`config.mk`:
```
export PLATFORM = sky130hd
export DESIGN_NAME = fetch_unit
export DESIGN_NICKNAME = d
export VERILOG_FILES = /design/src/rtl/fetch_unit.sv
export SDC_FILE = /design/constraint.sdc
export NUM_CORES = 1
export LEC_CHECK = 0
export CAP_MARGIN = 20
export CORE_MARGIN = 2
export CORE_UTILIZATION = 44
export CTS_CLUSTER_SIZE = 40
export DETAILED_ROUTE_END_ITERATION = 12
export HOLD_SLACK_MARGIN = 0.05
export PLACE_DENSITY = 0.88
export SLEW_MARGIN = 20
export SYNTH_ARGS = -nofsm -noshare
export SYNTH_HDL_FRONTEND = slang
export SYNTH_SLANG_ARGS = --single-unit
```
`constraint.sdc`:
```
create_clock -name clk -period 2.2 [get_ports clk]
set_clock_uncertainty 0.2 [all_clocks]
set_input_delay 0.33 -clock clk [delete_from_list [all_inputs] [get_ports clk]]
set_output_delay 0.33 -clock clk [all_outputs]
set_load 0.1 [all_outputs]
```
`src/rtl/fetch_unit.sv`:
```
// Instruction fetch stage: PC, imem req/ack, decoder valid/ready.
// FETCH_SKID_EN selects a 2-entry output FIFO instead of one register.
module fetch_unit #(
  parameter logic [31:0] RESET_PC  = 32'h0000_0000,
  parameter logic [31:0] NOP_INSTR = 32'h0000_0013
) (
  input  logic        clk,
  input  logic        rst,
  output logic        imem_req,
  output logic [31:0] imem_addr,
  input  logic        imem_ack,
  input  logic [31:0] imem_rdata,
  input  logic        redirect,
  input  logic [31:0] redirect_pc,
  output logic        instr_valid,
  input  logic        instr_ready,
  output logic [31:0] instruction,
  output logic [31:0] instr_pc
);

  logic [31:0] pc;
  logic [31:0] drain_addr;
  logic [31:0] redir;

  assign redir = redirect_pc & ~32'h3;

`ifdef FETCH_SKID_EN

  logic [31:0] fifo_ins [2];
  logic [31:0] fifo_pc  [2];
  logic        rd_ptr;
  logic        wr_ptr;
  logic [1:0]  cnt;
  logic        drain;
  logic        push;
  logic        pop;

  assign imem_req    = !rst && (drain || cnt != 2'd2);
  assign imem_addr   = drain ? drain_addr : pc;
  assign instr_valid = cnt != 2'd0;
  assign instruction = instr_valid ? fifo_ins[rd_ptr] : NOP_INSTR;
  assign instr_pc    = instr_valid ? fifo_pc[rd_ptr] : 32'h0;
  assign push = imem_req && imem_ack && !drain && !redirect;
  assign pop  = instr_valid && instr_ready && !redirect;

  always_ff @(posedge clk) begin
    if (rst) begin
      pc         <= RESET_PC;
      drain_addr <= 32'h0;
      drain      <= 1'b0;
      cnt        <= 2'd0;
      rd_ptr     <= 1'b0;
      wr_ptr     <= 1'b0;
    end else if (redirect) begin
      pc     <= redir;
      cnt    <= 2'd0;
      rd_ptr <= 1'b0;
      wr_ptr <= 1'b0;
      // an unacked request must still complete before refetching
      if (drain) begin
        if (imem_ack) drain <= 1'b0;
      end else if (imem_req && !imem_ack) begin
        drain      <= 1'b1;
        drain_addr <= pc;
      end
    end else if (drain) begin
      if (imem_ack) drain <= 1'b0;
    end else begin
      if (push) begin
        fifo_ins[wr_ptr] <= imem_rdata;
        fifo_pc[wr_ptr]  <= pc;
        wr_ptr           <= ~wr_ptr;
        pc               <= pc + 32'd4;
      end
      if (pop) rd_ptr <= ~rd_ptr;
      cnt <= cnt + {1'b0, push} - {1'b0, pop};
    end
  end

`else

  typedef enum logic [1:0] {FETCH, HOLD, DRAIN} state_t;
  state_t state;

  assign imem_req  = !rst && (state != HOLD);
  assign imem_addr = (state == DRAIN) ? drain_addr : pc;

  always_ff @(posedge clk) begin
    if (rst) begin
      state       <= FETCH;
      pc          <= RESET_PC;
      drain_addr  <= 32'h0;
      instr_valid <= 1'b0;
      instruction <= NOP_INSTR;
      instr_pc    <= 32'h0;
    end else begin
      unique case (state)
        FETCH: begin
          if (redirect) begin
            pc <= redir;
            if (!imem_ack) begin
              state      <= DRAIN;
              drain_addr <= pc;
            end
          end else if (imem_ack) begin
            instruction <= imem_rdata;
            instr_pc    <= pc;
            instr_valid <= 1'b1;
            pc          <= pc + 32'd4;
            state       <= HOLD;
          end
        end
        HOLD: begin
          if (redirect || instr_ready) begin
            if (redirect) pc <= redir;
            state       <= FETCH;
            instr_valid <= 1'b0;
            instruction <= NOP_INSTR;
            instr_pc    <= 32'h0;
          end
        end
        DRAIN: begin
          if (redirect) pc <= redir;
          if (imem_ack) state <= FETCH;
        end
        default: state <= FETCH;
      endcase
    end
  end

`endif

endmodule

```
* Word level (Yosys, flattened, before mapping)
Cells that the tools add are included.
Cells by class: add/subtract/negate cells 1, eq/ne operators 9, muxes and demuxes 24, bitwise operators 1, reduce and logical (&&, ||, !) cells 10
Operators by type and width (number):
- 2-to-1 mux 32 bit | 11
- case mux 32 bit (2 select lines) | 2
- case mux 32 bit (3 select lines) | 1
- adder 32 x 3 -> 32 bit, second input constant | 1
- 2-to-1 mux 2 bit | 5
- inequality test 2 bit, second input constant | 4
- AND reduction 4 bit | 2
- inequality test 3 bit, second input constant | 2
- case mux 2 bit (3 select lines) | 1
- AND reduction 3 bit | 2
- 2-to-1 mux 1 bit | 3
- nonzero test 3 bit | 1
- equality test 2 x 1 -> 1 bit, second input constant | 1
- equality test 2 bit, second input constant | 1
- logical NOT 2 bit | 1
- inequality test 2 x 1 -> 1 bit, second input constant | 1
- case mux 1 bit (2 select lines) | 1
- nonzero test 2 bit | 1
- logical AND 1 bit | 1
- logical NOT 1 bit | 1
- logical OR 1 bit | 1
- inverter 1 bit | 1
Word-level totals: register bits after elaboration 131, input port bits 69, output and inout bits 98, word-level logic and storage cells 51

* Depth between registers and ports, before layout
depth after elaboration 4, gate-level depth with buffers 10

* Worst setup path after synthesis
OpenSTA, ideal clock, no wires.
path kind reg-to-output, from register state[0], to output imem_addr[11], arrival 3.065 ns, data required time 1.670 ns, setup slack -1.395 ns, cell stages (with the launch flop) 6, buffers on the path 2, cell sequence dfxtp_1 -> inv_1 -> ha_1 -> clkbuf_1 -> clkbuf_1 -> o21ai_0
Between the ends: longest elaborated chain between the ends 2
RTL lines:
- from (decl) | RTL line 83 | state_t state;
- from (signal assigned) | RTL line 90 | state <= FETCH;
- from (signal assigned) | RTL line 102 | state <= DRAIN;
- from (signal assigned) | RTL line 110 | state <= HOLD;
- equality test 2 bit | RTL line 86 | assign imem_addr = (state == DRAIN) ? drain_addr : pc;
- 2-to-1 mux 32 bit | RTL line 86
- to (decl) | RTL line 10 | output logic [31:0] imem_addr,
Every way passes these cells.

* Worst setup path after layout
from register state[0], to output imem_addr[9]
Same word-level chain as after synthesis.

==> metrics.csv <==
metric;value;unit
path_class;register to output port;
rsz0062_at_grt;true;
io_pins;167;
grt_pass1_vias;6201;
drv_cap;0;
wirelength_met1;8533;microns
setup_tns;-4.379;ns
io_buffer_count;162;
setup_slack;-0.1773;ns
postRouteWirelength;21450;microns
r2r-end;pc[14];
hold_viol_final;0;
slew_viol_final;0;
crit_path_end_kind;output port;
met2_length;10290;microns
fmax;0.4207;GHz
netlist.area_leader.share;41.70;%
synth_cell_types;57;
place_inst;1098;
grt_max_degree;48;
syn_inst;758;
crit_required;1.67;ns
antenna_found_initial;0;
via_per_inst;5.879;
worstSetupStartpointType;register;
period_minus_slack;2.377;ns
min_to;pc[19];
cts_tree;yes;
postSynth.asyncResetShare;0;%
hold_depth;5;
power_density;959.5;nW/um^2
htreeDepth;4;
clockBufferDepth;2;
grt.total_usage;27.62;%
cts_root_buffer;clkbuf_16;
finalCritPeriodShare;108.1;%
min_path_type;input port to register;
cts_buffers;17;
p_total;8.895;mW
r2r_slack;-0.11;ns
ys_ff_latch;126;
path_max_fanout;17;
synth_area_leaders;dfxtp_1 42%, nand2_1 9.2%, a21oi_1 9.2%;
yosysWarnings;0;
synth_common_cells;149 x nand2_1, 126 x dfxtp_1, 111 x a21oi_1;
postSynthAreaPerCell;7.981;sq um
syn_area;6050;sq um
relSlewSlack;65.42;%
via_count;6667;
grt-ovfl-total;0;
max_slew.worst_pin.slew;0.5181;ns
status;finished, violations left;
post-route-cell-area;9270;sq um
firstDrtPassIters;6;
drc;0;
grt_pass1_wl;31840;microns
row_count;42;
instances_no_fill;1134;
wl_per_cell;18.92;microns
synth-edff-count;0;
drive_above_1_share;28.29;%
final_antenna_net_count;0;
syn2layout_area_growth;53.24;%
final_core_util;69.45;%
die_area;14700;sq um
dr_wl_met3;1810;microns
hpwl;13630;microns
rr_startpoint;state[1];
vdd_drop_max;0.0006092;V
place.gp.congestion;0.9121;
worstHoldStart;rst;
clkSlewWorstSetupHoldPaths;0.06;ns
postCtsHoldBufs;0;
setup_viol_count_final;35;
dr.max_layer_used;met4;
synth_area_leader_cell;dfxtp_1;
die_y;121.3;microns
coreArea;13350;sq um
fin_nets;1019;
power.leakage;3.610;nW
initial_core_util;45.32;%
ff2ff_path_depth;8;
violations;negative setup slack;
pre_cts_slack;-0.2197;ns
synth_most_common_cell;nand2_1;
clock_sinks;126;
dr.first_iter.drc_count;829;
diodes;0;
die_w;121.3;microns
timing.hold.ws;0.2343;ns
ys.flop_type;dfxtp_1;
synth_seq_area_share;41.70;%
arrival;1.85;ns
place_area;8433;sq um
insertion_delay;0.42;ns
## metal layers
| metal | GRT usage, % | up-vias |
|---|---|---|
| met1 | 35.44 | 3127 |
| met5 | 0 | - |
| met3 | 5.780 | 76 |
| met2 | 45.01 | 430 |
| met4 | 11.71 | 0 |
| li1 | - | 3034 |
## worst max-delay path, stage by stage, from the launching register on
cell,delay [ns]
dfxtp_2,0.32
inv_2,0.06
buf_6,0.10
ha_4,0.19
buf_12,0.19
mux2_2,0.38
buf_12,0.17
## cell type report
type | instances | area [sq um]
Fill cell | 954 | 4078
Multi-Input combinational cell | 550 | 3400
Timing Repair Buffer | 244 | 2555
Sequential cell | 126 | 2525
Clock buffer | 24 | 481.7
Tap cell | 176 | 220.2
Clock inverter | 7 | 62.56
Inverter | 7 | 26.28
## state kept, by name, summed over array words and instances, names as in the netlist
register / count
instr_valid: 1
instr_pc: 31
drain_addr: 30
instruction: 32
state: 2
pc: 30
## worst max-delay path by stage
stage / startpoint / to / slack (ns) / depth (start not counted)
final: state[0] / imem_addr[9] / -0.18 / 6
after global routing: state[0] / imem_addr[24] / -0.21 / 6
after CTS: state[0] / imem_addr[19] / -0.17 / 6
after detailed placement: instr_ready / pc[14] / -0.22 / 7
after global placement: instr_ready / pc[14] / -0.18 / 7
after floorplan: state[0] / imem_addr[11] / -0.14 / 5
## layout by cell type (no fill, tap or decap), drive strengths merged, types with 2 or more instances in the layout
cell type	count
buf	177
nand2	149
dfxtp	126
a21oi	112
clkdlybuf4s50	65
nand3b	55
nor2	32
mux2	27
clkbuf	26
o21ai	25
nand3	18
nand4	14
nor3	12
and3	8
inv	7
a32oi	6
a31oi	6
mux2i	6
and2	6
a211oi	6
nor4	6
and4	5
clkinv	5
o211ai	4
a21o	4
nand2b	4
or2	4
o32ai	4
ha	4
o22ai	3
or4	3
or3	3
o31ai	3
nor3b	3
a311oi	2
conb	2
a221oi	2
## report_power, final
group / total (mW) / switching, mW / internal, mW
combinational: 3.65 / 2.42 / 1.23
clock: 2.62 / 0.993 / 1.62
sequential: 2.63 / 0.142 / 2.49
total: 8.89 / 3.56 / 5.34
## cell families after synthesis
| family | Yosys count | share of synthesized area (%) |
|---|---|---|
| AOI/OAI and AO/OA | 187 | 18.06 |
| adders and majority gates | 4 | 0.8273 |
| buffers and inverters | 83 | 5.833 |
| DFF | 126 | 41.70 |
| muxes | 33 | 6.019 |
| other | 1 | 0.06199 |
| and+or+nand+nor | 324 | 27.51 |
## what timing repair did
item / in CTS / in global routing
buffers inserted: 2 / 0
resized for setup: 30 / 25
gates cloned: 1 / 2
setup endpoints to repair: 36 / 82
pin swaps: 1 / 7
(Power assumes the default switching activity.)
